[config.mk]
export PLATFORM = sky130hd
export DESIGN_NAME = adder_seq_multiplier
export DESIGN_NICKNAME = d
export VERILOG_FILES = /design/src/rtl/adder_seq_multiplier_pkg.sv /design/src/rtl/adder_seq_multiplier_rca.sv /design/src/rtl/adder_seq_multiplier.sv
export SDC_FILE = /design/constraint.sdc
export NUM_CORES = 1
export LEC_CHECK = 0
export CORE_UTILIZATION = 47
export CTS_BUF_LIST = sky130_fd_sc_hd__clkbuf_8 sky130_fd_sc_hd__clkbuf_16
export CTS_CLUSTER_SIZE = 25
export DETAILED_ROUTE_END_ITERATION = 6
export GPL_TIMING_DRIVEN = 0
export MAX_ROUTING_LAYER = met4
export PLACE_DENSITY = 0.84
export SYNTH_ARGS = -nofsm -noshare
export SYNTH_HDL_FRONTEND = slang
export SYNTH_SLANG_ARGS = --single-unit
[constraint.sdc]
create_clock -name clk -period 3.4 [get_ports clk]
set_input_delay 0.51 -clock clk [delete_from_list [all_inputs] [get_ports clk]]
set_output_delay 0.51 -clock clk [all_outputs]
set_load 0.03 [all_outputs]
[src/rtl/adder_seq_multiplier_pkg.sv]
// Shared definitions for the shift-add multiplier.
// State encoding and the iteration counter width helper.
package adder_seq_multiplier_pkg;

    typedef enum logic [1:0] {
        ST_IDLE = 2'd0,
        ST_RUN  = 2'd1,
        ST_DONE = 2'd2
    } state_e;

    function automatic int count_width(input int xlen);
        return $clog2(xlen + 1);
    endfunction

endpackage

[src/rtl/adder_seq_multiplier_rca.sv]
// Plain ripple-carry adder, one full adder per bit.
// Shared by the multiplier for every partial-product accumulation.
module ripple_carry_adder #(
    parameter int xlen = 8
) (
    input  logic [xlen-1:0] a_i,
    input  logic [xlen-1:0] b_i,
    input  logic            carry_i,
    output logic [xlen-1:0] sum_o,
    output logic            carry_o
);

    always_comb begin
        logic cy;
        cy    = carry_i;
        sum_o = '0;
        for (int i = 0; i < xlen; i++) begin
            sum_o[i] = a_i[i] ^ b_i[i] ^ cy;
            cy       = (a_i[i] & b_i[i]) | (cy & (a_i[i] ^ b_i[i]));
        end
        carry_o = cy;
    end

endmodule

[src/rtl/adder_seq_multiplier.sv]
// Multi-cycle unsigned shift-add multiplier, one adder reused xlen times.
// Operand and result sides use valid/ready handshakes.
module adder_seq_multiplier
    import adder_seq_multiplier_pkg::*;
#(
    parameter int xlen = 8
) (
    input  logic              clk,
    input  logic              rst,
    input  logic              start_valid,
    output logic              start_ready,
    input  logic [xlen-1:0]   a,
    input  logic [xlen-1:0]   b,
    output logic [2*xlen-1:0] result,
    output logic              result_valid,
    input  logic              result_ready,
    output logic              busy
);

    localparam int CW = count_width(xlen);

    state_e              state_q, state_d;
    logic [xlen-1:0]     mcand_q, mcand_d;
    logic [2*xlen-1:0]   prod_q, prod_d;
    logic [CW-1:0]       count_q, count_d;
    logic [2*xlen-1:0]   result_q, result_d;
    logic                valid_q, valid_d;

    logic [xlen-1:0]     add_sum;
    logic                add_cout;

    ripple_carry_adder #(.xlen(xlen)) u_rca (
        .a_i     (prod_q[2*xlen-1:xlen]),
        .b_i     (mcand_q & {xlen{prod_q[0]}}),
        .carry_i (1'b0),
        .sum_o   (add_sum),
        .carry_o (add_cout)
    );

    always_comb begin
        state_d  = state_q;
        mcand_d  = mcand_q;
        prod_d   = prod_q;
        count_d  = count_q;
        result_d = result_q;
        valid_d  = valid_q;
        case (state_q)
            ST_IDLE: begin
                if (start_valid) begin
                    mcand_d = a;
                    prod_d  = {{xlen{1'b0}}, b};
                    count_d = '0;
                    state_d = ST_RUN;
                end
            end
            ST_RUN: begin
                prod_d  = {add_cout, add_sum, prod_q[xlen-1:1]};
                count_d = count_q + CW'(1);
                if (count_q == CW'(xlen - 1)) begin
                    state_d = ST_DONE;
                end
            end
            ST_DONE: begin
                // First DONE cycle latches the product; valid follows an edge later.
                if (valid_q && result_ready) begin
                    valid_d = 1'b0;
                    state_d = ST_IDLE;
                end else if (!valid_q) begin
                    valid_d  = 1'b1;
                    result_d = prod_q;
                end
            end
            default: begin
                valid_d = 1'b0;
                state_d = ST_IDLE;
            end
        endcase
    end

    always_ff @(posedge clk or posedge rst) begin
        if (rst) begin
            state_q  <= ST_IDLE;
            mcand_q  <= '0;
            prod_q   <= '0;
            count_q  <= '0;
            result_q <= '0;
            valid_q  <= 1'b0;
        end else begin
            state_q  <= state_d;
            mcand_q  <= mcand_d;
            prod_q   <= prod_d;
            count_q  <= count_d;
            result_q <= result_d;
            valid_q  <= valid_d;
        end
    end

    assign start_ready  = (state_q == ST_IDLE);
    assign busy         = (state_q == ST_RUN) || (state_q == ST_DONE);
    assign result       = result_q;
    assign result_valid = valid_q;

endmodule
Word level (Yosys, flattened, before mapping)

Index checks and enable logic that the tools add are counted.

$add $sub $neg: 1
Bitwise gates (word level): 40
Equal/unequal tests: 6
Reduce and logical (&&, ||, !) cells: 9
Muxes and demuxes: 10

Operators by type and width:

| operator                                                        | count |
|---|---|
| 16-bit case mux with 2 select lines                             | 1 |
| 16-bit two-way mux                                              | 1 |
| 1-bit bitwise AND                                               | 15 |
| 1-bit XOR                                                       | 15 |
| 8-bit bitwise AND                                               | 1 |
| 4-bit case mux with 2 select lines                              | 1 |
| 1-bit bitwise OR                                                | 7 |
| 2-bit two-way mux                                               | 3 |
| 2-bit != test, second input constant                            | 3 |
| 2-bit case mux with 3 select lines                              | 1 |
| 3-bit AND reduction                                             | 2 |
| 4-bit by 1-bit adder with 4-bit output, second input constant   | 1 |
| 4-bit by 3-bit == test with 1-bit output, second input constant | 1 |
| 4-bit two-way mux                                               | 1 |
| 2-bit AND reduction                                             | 2 |
| 2-bit by 1-bit == test with 1-bit output, second input constant | 1 |
| 2-bit == test, second input constant                            | 1 |
| 2-bit logical NOT                                               | 1 |
| 1-bit inverter                                                  | 2 |
| 1-bit case mux with 2 select lines                              | 1 |
| 2-bit nonzero test                                              | 1 |
| 2-bit OR reduction                                              | 1 |
| 1-bit logical AND                                               | 1 |
| 1-bit logical OR                                                | 1 |
| 1-bit two-way mux                                               | 1 |

Register bits: 47
Word-level logic and storage cells: 72

Depth between registers and ports, before layout

Gate-level depths: netlist of the first run.

Word-level depth: 17
Mapped depth: 16
Gate-level depth less buffers: 15

Modules after synthesis

A second synthesis of the first run with hierarchy kept.

Cell total of the unflattened synthesis: 173
Area total of the unflattened synthesis: 2,232.1 um2

Modules (own cells, without submodules):

| module               | cells each | area an instance (um2) | instances | seq. area each (um2) |
|---|---|---|---|---|
| adder_seq_multiplier | 155        | 2,034.5                | 1         | 1,176.1 |
| ripple_carry_adder   | 18         | 197.7                  | 1         | 0.0 |

Worst setup path before layout of the first run

No wires, ideal clock.

Path kind: reg-to-reg
Start: register prod_q[0]
End: register prod_q[14]
Path buffers: 1
Clock period less this slack: 3.358 ns
Slack: 0.042 ns
Arrival: 3.282 ns
Cell stages (with the launch flop): 15
Required time: 3.324 ns
Path through: dfrtp_1 clkbuf_1 and2_1 ha_1 fa_1 fa_1 fa_1 inv_1 fa_1 fa_1 inv_1 fa_1 inv_1 fa_1 o21ai_1

Word-level cells in the longest chain between the ends: 16
Elaborated cells between the ends (all ways): 29
Classes of those cells: mux: 1; bitwise: 28

Ends and longest elaborated chain:

| what                                           | line                           | source |
|---|---|---|
| start: declaration                             | adder_seq_multiplier.sv:24     | `logic [2*xlen-1:0] prod_q, prod_d;` |
| start signal: assignment                       | adder_seq_multiplier.sv:91     | `prod_q <= prod_d;` |
| 8-bit bitwise AND (*)                          | adder_seq_multiplier.sv:34     | `.b_i (mcand_q & {xlen{prod_q[0]}}),` |
| 1-bit bitwise AND or 1-bit XOR (tied branches) | adder_seq_multiplier_rca.sv:19 | `cy = (a_i[i] & b_i[i]) \| (cy & (a_i[i] ^ b_i[i]));` |
| 1-bit bitwise AND                              | adder_seq_multiplier_rca.sv:19 |  |
| 1-bit bitwise OR                               | adder_seq_multiplier_rca.sv:19 |  |
| 1-bit bitwise AND                              | adder_seq_multiplier_rca.sv:19 |  |
| 1-bit bitwise OR                               | adder_seq_multiplier_rca.sv:19 |  |
| 1-bit bitwise AND                              | adder_seq_multiplier_rca.sv:19 |  |
| 1-bit bitwise OR                               | adder_seq_multiplier_rca.sv:19 |  |
| 1-bit bitwise AND                              | adder_seq_multiplier_rca.sv:19 |  |
| 1-bit bitwise OR                               | adder_seq_multiplier_rca.sv:19 |  |
| 1-bit bitwise AND                              | adder_seq_multiplier_rca.sv:19 |  |
| 1-bit bitwise OR                               | adder_seq_multiplier_rca.sv:19 |  |
| 1-bit bitwise AND                              | adder_seq_multiplier_rca.sv:19 |  |
| 1-bit bitwise OR                               | adder_seq_multiplier_rca.sv:19 |  |
| 1-bit XOR (*)                                  | adder_seq_multiplier_rca.sv:18 | `sum_o[i] = a_i[i] ^ b_i[i] ^ cy;` |
| 16-bit case mux with 2 select lines (*)        | adder_seq_multiplier.sv:47     | `case (state_q)` |

Mark *: on every way between the ends. The rest lies on a longest branch, timed or not.
A chain may end at the register's enable or synchronous reset.

Worst setup path after layout of the first run

Ends and elaborated chain as after synthesis.

==> flow_summary.json, run 1 <==
{
  "status": "completed",
  "pwr-share-seq": 0.379,
  "clockPowerShare": 0.137,
  "yosys.area.top_type_share": 0.516,
  "die_h_um": 71.6,
  "syn_area_per_cell_um2": 12.4,
  "setup_viol": 0,
  "vias": 1542,
  "synth_seq_area_share": 0.516,
  "slew_viol_final": 0,
  "drv_cap": 0,
  "ant_nets": 0,
  "grt_antenna_before_repair": 0,
  "drive_gt1_frac": 0.224,
  "first_iter_violations": 41,
  "io_buffer_count": 37,
  "r2r-start": "prod_q[0]$_DFFE_PP0P_",
  "grt_pass1_vias": 1529,
  "cts_sinks": 47,
  "reg2reg_to": "prod_q[14]$_DFFE_PP0P_",
  "r2r_cells": 13,
  "fin_setup_tns_ns": 0,
  "startpoint": "prod_q[0]$_DFFE_PP0P_",
  "nets": 263,
  "gr-usage-met3": 0.0309,
  "worstMarginPinSlew_ns": 0.375,
  "ir_drop_uv": 441,
  "path_class": "reg2reg",
  "swShare": 0.399,
  "first_pass_iters": 4,
  "required_ns": 3.63,
  "synthDistinctLibCells": 37,
  "hold_violations": 0,
  "overflow": 0,
  "skew_ns": 0.00925,
  "clock.fmax_ghz": 0.302,
  "core_region_area_um2": 4500,
  "area_growth_pct": 25.5,
  "post-route-period-util": 0.973,
  "gp_congestion": 0.795,
  "synth.largest_area_cell": "dfrtp_1",
  "hp-class": "reg2reg",
  "async_reset_ff_frac": 1.00,
  "die_w_um": 71.6,
  "powerDensity_nw_per_um2": 861,
  "critical_path.max_fanout": 3,
  "met2_usage": 0.291,
  "grt_pass1_wl_mm": 7.10,
  "grt_usage": 0.185,
  "drt-wirelength-per-cell_um": 14.8,
  "p_leak_nw": 1.28,
  "synthesis.nets": 216,
  "yosysWarnings": 0,
  "clkLatencyLatePin_ns": 0.30,
  "synth_edf_count": 0,
  "end_kind": "flip-flop",
  "cp.arrival_ns": 3.54,
  "clkSlewWorstSetupHoldPaths_ns": 0.09,
  "antenna_cells": 0,
  "dp.cells": 274,
  "cts_buffer_depth": 2,
  "worst_setup_path_start_kind": "flip-flop",
  "fin_cells": 284,
  "met1_usage": 0.248,
  "ys.flop_type": "dfrtp_1",
  "holdWs_ns": 0.489,
  "routed_wl_mm": 4.20,
  "synth_seq_cells": 47,
  "drc_errors": 0,
  "max_slew_margin": 0.750,
  "rrSetupSlack_ns": 0.09,
  "holdBufCountCts": 0,
  "start_util": 0.506,
  "p_comb_frac": 0.484,
  "cts_buffers": 5,
  "ios": 39,
  "internal-power_w": 0.00148,
  "switching_power_w": 0.000982,
  "netlist_instances": 184,
  "grt.busiest_layer": "met2",
  "num_rows": 24,
  "vias_per_cell": 5.43,
  "synth_area_leaders": "dfrtp_1, mux2_2, fa_1, mux2_1, mux2i_1",
  "endpoint": "prod_q[14]$_DFFE_PP0P_",
  "grt_max_degree": 32,
  "synthesis.area_um2": 2280,
  "cts_max_level": 2,
  "finalCriticalPeriod_ns": 3.31,
  "die_area_um2": 5130,
  "hpwlAfterDp_mm": 2.89,
  "cts_tree": "done",
  "cts_root_buffer": "clkbuf_8"
}
-- worst max-delay path, stage by stage, from the launching register on --
cell and delay (ns):
dfrtp_2 0.43, and2_1 0.15, ha_2 0.17, fa_2 0.36, fa_2 0.37, fa_2 0.35, inv_2 0.06, fa_2 0.18
fa_1 0.15, inv_1 0.05, fa_2 0.33, inv_2 0.06, fa_2 0.43, o21ai_1 0.13
-- layout make-up --
cell class | count | area (um2)
Inverter | 10 | 37.5
Timing Repair Buffer | 41 | 413
Buffer | 9 | 53.8
Multi-Input combinational cell | 117 | 1020
Sequential cell | 47 | 1180
Clock buffer | 5 | 68.8
Fill cell | 361 | 1640
Clock inverter | 3 | 20.0
Tap cell | 52 | 65.1
-- what timing repair did --
item / CTS / global route
setup buffers: 3 / 0
gates resized for setup: 2 / 9
hold endpoints to repair: 0 / 0
endpoints found under the setup margin: 2 / 2
pin swaps: 0 / 5
-- power by group through the flow --
stage | clock network [W] | logic (W) | registers, W
floorplan | 0 | 0.000708 | 0.00103
global placement | 0 | 0.00113 | 0.000927
detailed placement | 0 | 0.00116 | 0.000938
CTS | 0.000340 | 0.00119 | 0.000933
global route | 0.000363 | 0.00131 | 0.000966
finish | 0.000337 | 0.00119 | 0.000934
-- cell families after synthesis --
group,synth area share
flip-flops,0.516
AO/OA/AOI/OAI,0.0917
AND/OR/NAND/NOR,0.0846
buffers and inverters,0.0417
XOR/XNOR,0.00384
multiplexers,0.173
adder cells (fa/ha/maj),0.0890
-- placed cells by master, fill, tap and decap left out, types with 3 or more instances in the layout --
| master | Yosys | routed |
|---|---|---|
| dfrtp_1 | 47 | 46 |
| clkdlybuf4s50_1 | 0 | 37 |
| nand2_1 | 19 | 19 |
| mux2_2 | 14 | 14 |
| o21ai_1 | 11 | 12 |
| mux2_1 | 11 | 11 |
| mux2i_1 | 9 | 9 |
| buf_2 | 7 | 7 |
| inv_1 | 10 | 7 |
| fa_2 | 0 | 6 |
| and2_1 | 5 | 5 |
| clkbuf_8 | 0 | 5 |
| buf_4 | 1 | 4 |
| a22o_1 | 4 | 4 |
| ha_1 | 5 | 4 |
| nand3b_1 | 3 | 3 |
| o21ai_0 | 4 | 3 |
| inv_2 | 0 | 3 |
-- synthesized netlist by cell type (2+ instances only) --
cell and instances:
a21oi_1 2, a22o_1 4, and2_1 5, buf_2 7
dfrtp_1 47, fa_1 7, ha_1 5, inv_1 10
mux2_1 11, mux2_2 14, mux2i_1 9, nand2_1 19
nand2b_1 2, nand3b_1 3, nor2_1 2, nor2b_1 2
o21ai_0 4, o21ai_1 11, o221ai_1 2
-- state kept, by name (all words and copies together) (netlist names) --
signal,count
result,16
count_q,4
state_q,2
prod_q,16
mcand_q,8
result_valid,1
-- stage by stage --
stage	util	area (um2)	setup slack, ns	power, W
global route	0.635	2860	-0.00881	0.00264
floorplan	-	2280	0.0418	0.00174
CTS	0.632	2850	0.0345	0.00247
finish	0.635	2860	0.0917	0.00246
global placement	0.603	2710	-0.189	0.00205
detailed placement	0.607	2730	-0.175	0.00210
-- how the worst min path moves through the flow --
stage | start | endpoint | cells after the start
floorplan | mcand_q[2]$_DFFE_PP0P_ | mcand_q[2]$_DFFE_PP0P_ | 1
global placement | result[1]$_DFFE_PP0P_ | result[1]$_DFFE_PP0P_ | 1
detailed placement | result[1]$_DFFE_PP0P_ | result[1]$_DFFE_PP0P_ | 1
CTS | result[1]$_DFFE_PP0P_ | result[1]$_DFFE_PP0P_ | 1
global route | result[1]$_DFFE_PP0P_ | result[1]$_DFFE_PP0P_ | 1
finish | result[2]$_DFFE_PP0P_ | result[2]$_DFFE_PP0P_ | 1
-- layer usage --
metal | wire length, um | vias to the layer above
met3 | 148 | 7
met2 | 2050 | 43
li1 | - | 727
met1 | 1930 | 765
met4 | 67 | 0
met5 | 0 | -
Note: power is estimated with default switching activity, not from simulation.
==> inputs of run 2 (changes only) <==
--- a/config.mk
+++ b/config.mk
@@ -10,7 +10,6 @@
 export CTS_CLUSTER_SIZE = 25
 export DETAILED_ROUTE_END_ITERATION = 6
 export GPL_TIMING_DRIVEN = 0
-export MAX_ROUTING_LAYER = met4
 export PLACE_DENSITY = 0.84
 export SYNTH_ARGS = -nofsm -noshare
 export SYNTH_HDL_FRONTEND = slang
==> run 2 against run 1 <==
- routed wire length unchanged
- worst hold slack about the same
- non-clock buffer count unchanged
- register-to-register slack about the same
- sequential share of layout area unchanged
- setup slack got worse by 0.0033 ns
- maximum frequency decreased by 0.10%
- flip-flop and latch count unchanged
- clock power about the same
- largest cell class unchanged
- largest power group unchanged
- highest routed layer unchanged
==> flow_summary.json, run 2 (synthesis gave the netlist of run 1 again) <==
{
  "worstMarginPinSlew_ns": 0.375,
  "grt_pass1_wl_mm": 7.13,
  "cts_root_buffer": "clkbuf_8",
  "core_region_area_um2": 4500,
  "max_slew_margin": 0.750,
  "clkSlewWorstSetupHoldPaths_ns": 0.08,
  "slew_viol_final": 0,
  "num_rows": 24,
  "place_area_um2": 2730,
  "p_comb_frac": 0.484,
  "overflow": 0,
  "start_util": 0.506,
  "end_kind": "flip-flop",
  "ant_nets": 0,
  "setup_viol": 0,
  "antenna_cells": 0,
  "grt_pass1_vias": 1525,
  "grt_antenna_before_repair": 0,
  "cp_slowest_cell": "dfrtp_2",
  "hpwlAfterDp_mm": 2.89,
  "num-fill-cells": 361,
  "powerDensity_nw_per_um2": 861,
  "cp_num_cells": 13,
  "hold-path-cell-count": 1,
  "cts_tree": "done",
  "required_ns": 3.63,
  "cts_buffer_depth": 2,
  "hp-class": "reg2reg",
  "die_w_um": 71.6,
  "final_cell_mix": "dfrtp_1, clkdlybuf4s50_1, nand2_1, mux2_2, o21ai_1",
  "final_util": 0.635,
  "crit_family": "adder cells",
  "multiInputGateArea_um2": 1020,
  "p_leak_nw": 1.28,
  "finalCriticalPeriod_ns": 3.31,
  "hold_violations": 0,
  "vias": 1538,
  "worst_setup_path_start_kind": "flip-flop",
  "first_iter_violations": 43,
  "swShare": 0.398,
  "skew_ns": 0.00765,
  "holdBufCountCts": 0,
  "ir_drop_uv": 439,
  "switching_power_w": 0.000981,
  "area_growth_pct": 25.5,
  "r2r_cells": 13,
  "status": "completed",
  "cts_sinks": 47,
  "grt_usage": 0.180,
  "vias_per_cell": 5.42,
  "regArea_um2": 1180,
  "gp_congestion": 0.784,
  "clkLatencyLatePin_ns": 0.30,
  "die_h_um": 71.6,
  "die_area_um2": 5130,
  "clockPowerShare": 0.137,
  "cp_slowest_stage_delay_ns": 0.43,
  "power_w": 0.00246,
  "finalWorstSetupSlack_ns": 0.0884,
  "place_ws_ns": -0.175,
  "first_pass_iters": 4,
  "io_buffer_count": 37,
  "path_class": "reg2reg",
  "drc_errors": 0,
  "drive_gt1_frac": 0.224,
  "clock.fmax_ghz": 0.302,
  "internal-power_w": 0.00148,
  "cp_cell_sequence": "and2_1 -> ha_2 -> fa_2 -> fa_2 -> fa_2 -> inv_2 -> fa_2 -> fa_1 -> inv_1 -> fa_2 -> inv_2 -> fa_2 -> o21ai_1",
  "critical_path.max_fanout": 3,
  "final_area_um2": 2860,
  "drv_cap": 0,
  "cts_max_level": 2,
  "ios": 39,
  "cp.arrival_ns": 3.54,
  "path_common_cell": "fa_2",
  "post-route-period-util": 0.974,
  "nets": 263,
  "drt-wirelength-per-cell_um": 14.8,
  "worst-path-buf-inv": 3,
  "layout_commonest_cell": "dfrtp_1",
  "grt_max_degree": 32,
  "pwr-share-seq": 0.380,
  "cts_buffers": 5,
  "routed_wl_mm": 4.20
}
[run 2: cell counts in the layout (fill, tap and decap cells not counted)]
No cell type changed its count.
[run 2: power by group through the flow]
stage | Sequential [W] | Combinational [W] | Clock (W)
6_report | 0.000935 | 0.00119 | 0.000336
5_1_grt | 0.000966 | 0.00131 | 0.000363
4_1_cts | 0.000933 | 0.00119 | 0.000340
3_5_place_dp | 0.000938 | 0.00116 | 0
3_3_place_gp | 0.000927 | 0.00113 | 0
2_1_floorplan | 0.00103 | 0.000708 | 0
[run 2: area by class of cell]
type / instances / area share
Buffer: 9 / 0.0188
Clock buffer: 5 / 0.0241
Clock inverter: 3 / 0.00700
Inverter: 10 / 0.0131
Multi-Input combinational cell: 117 / 0.358
Sequential cell: 47 / 0.412
Tap cell: 52 / 0.0227
Timing Repair Buffer: 41 / 0.144
[run 2: layer usage]
| metal | part of all wire | track usage |
|---|---|---|
| met3 | 0.037 | 0.0309 |
| met4 | 0.016 | 0.0588 |
| met1 | 0.47 | 0.253 |
| met5 | 0 | 0 |
| met2 | 0.48 | 0.288 |
[run 2: final timing paths]
kind | startpoint | to | slack (ns)
hold / removal | result[2]$_DFFE_PP0P_ | result[2]$_DFFE_PP0P_ | 0.49
setup / recovery | prod_q[0]$_DFFE_PP0P_ | prod_q[14]$_DFFE_PP0P_ | 0.09
max in group asynchronous | rst | prod_q[0]$_DFFE_PP0P_ | 2.41
setup reg to reg | prod_q[0]$_DFFE_PP0P_ | prod_q[14]$_DFFE_PP0P_ | 0.09
min in group asynchronous | rst | state_q[0]$_DFFE_PP0P_ | 0.50
hold reg to reg | result[2]$_DFFE_PP0P_ | result[2]$_DFFE_PP0P_ | 0.49
[run 2: metrics by stage]
| stage | hold slack, ns | setup TNS [ns] | cells |
|---|---|---|---|
| 3_3_place_gp | 0.470 | -0.362 | 273 |
| 3_5_place_dp | 0.474 | -0.347 | 274 |
| 5_1_grt | 0.509 | -0.00881 | 284 |
| 4_1_cts | 0.493 | 0 | 284 |
| 6_report | 0.489 | 0 | 284 |
| 2_1_floorplan | 0.456 | 0 | 184 |
[run 2: repair_timing]
action	in CTS	in global routing
setup buffers	3	0
pin swaps	0	5
gates resized for setup	2	9
setup endpoints to repair	2	2
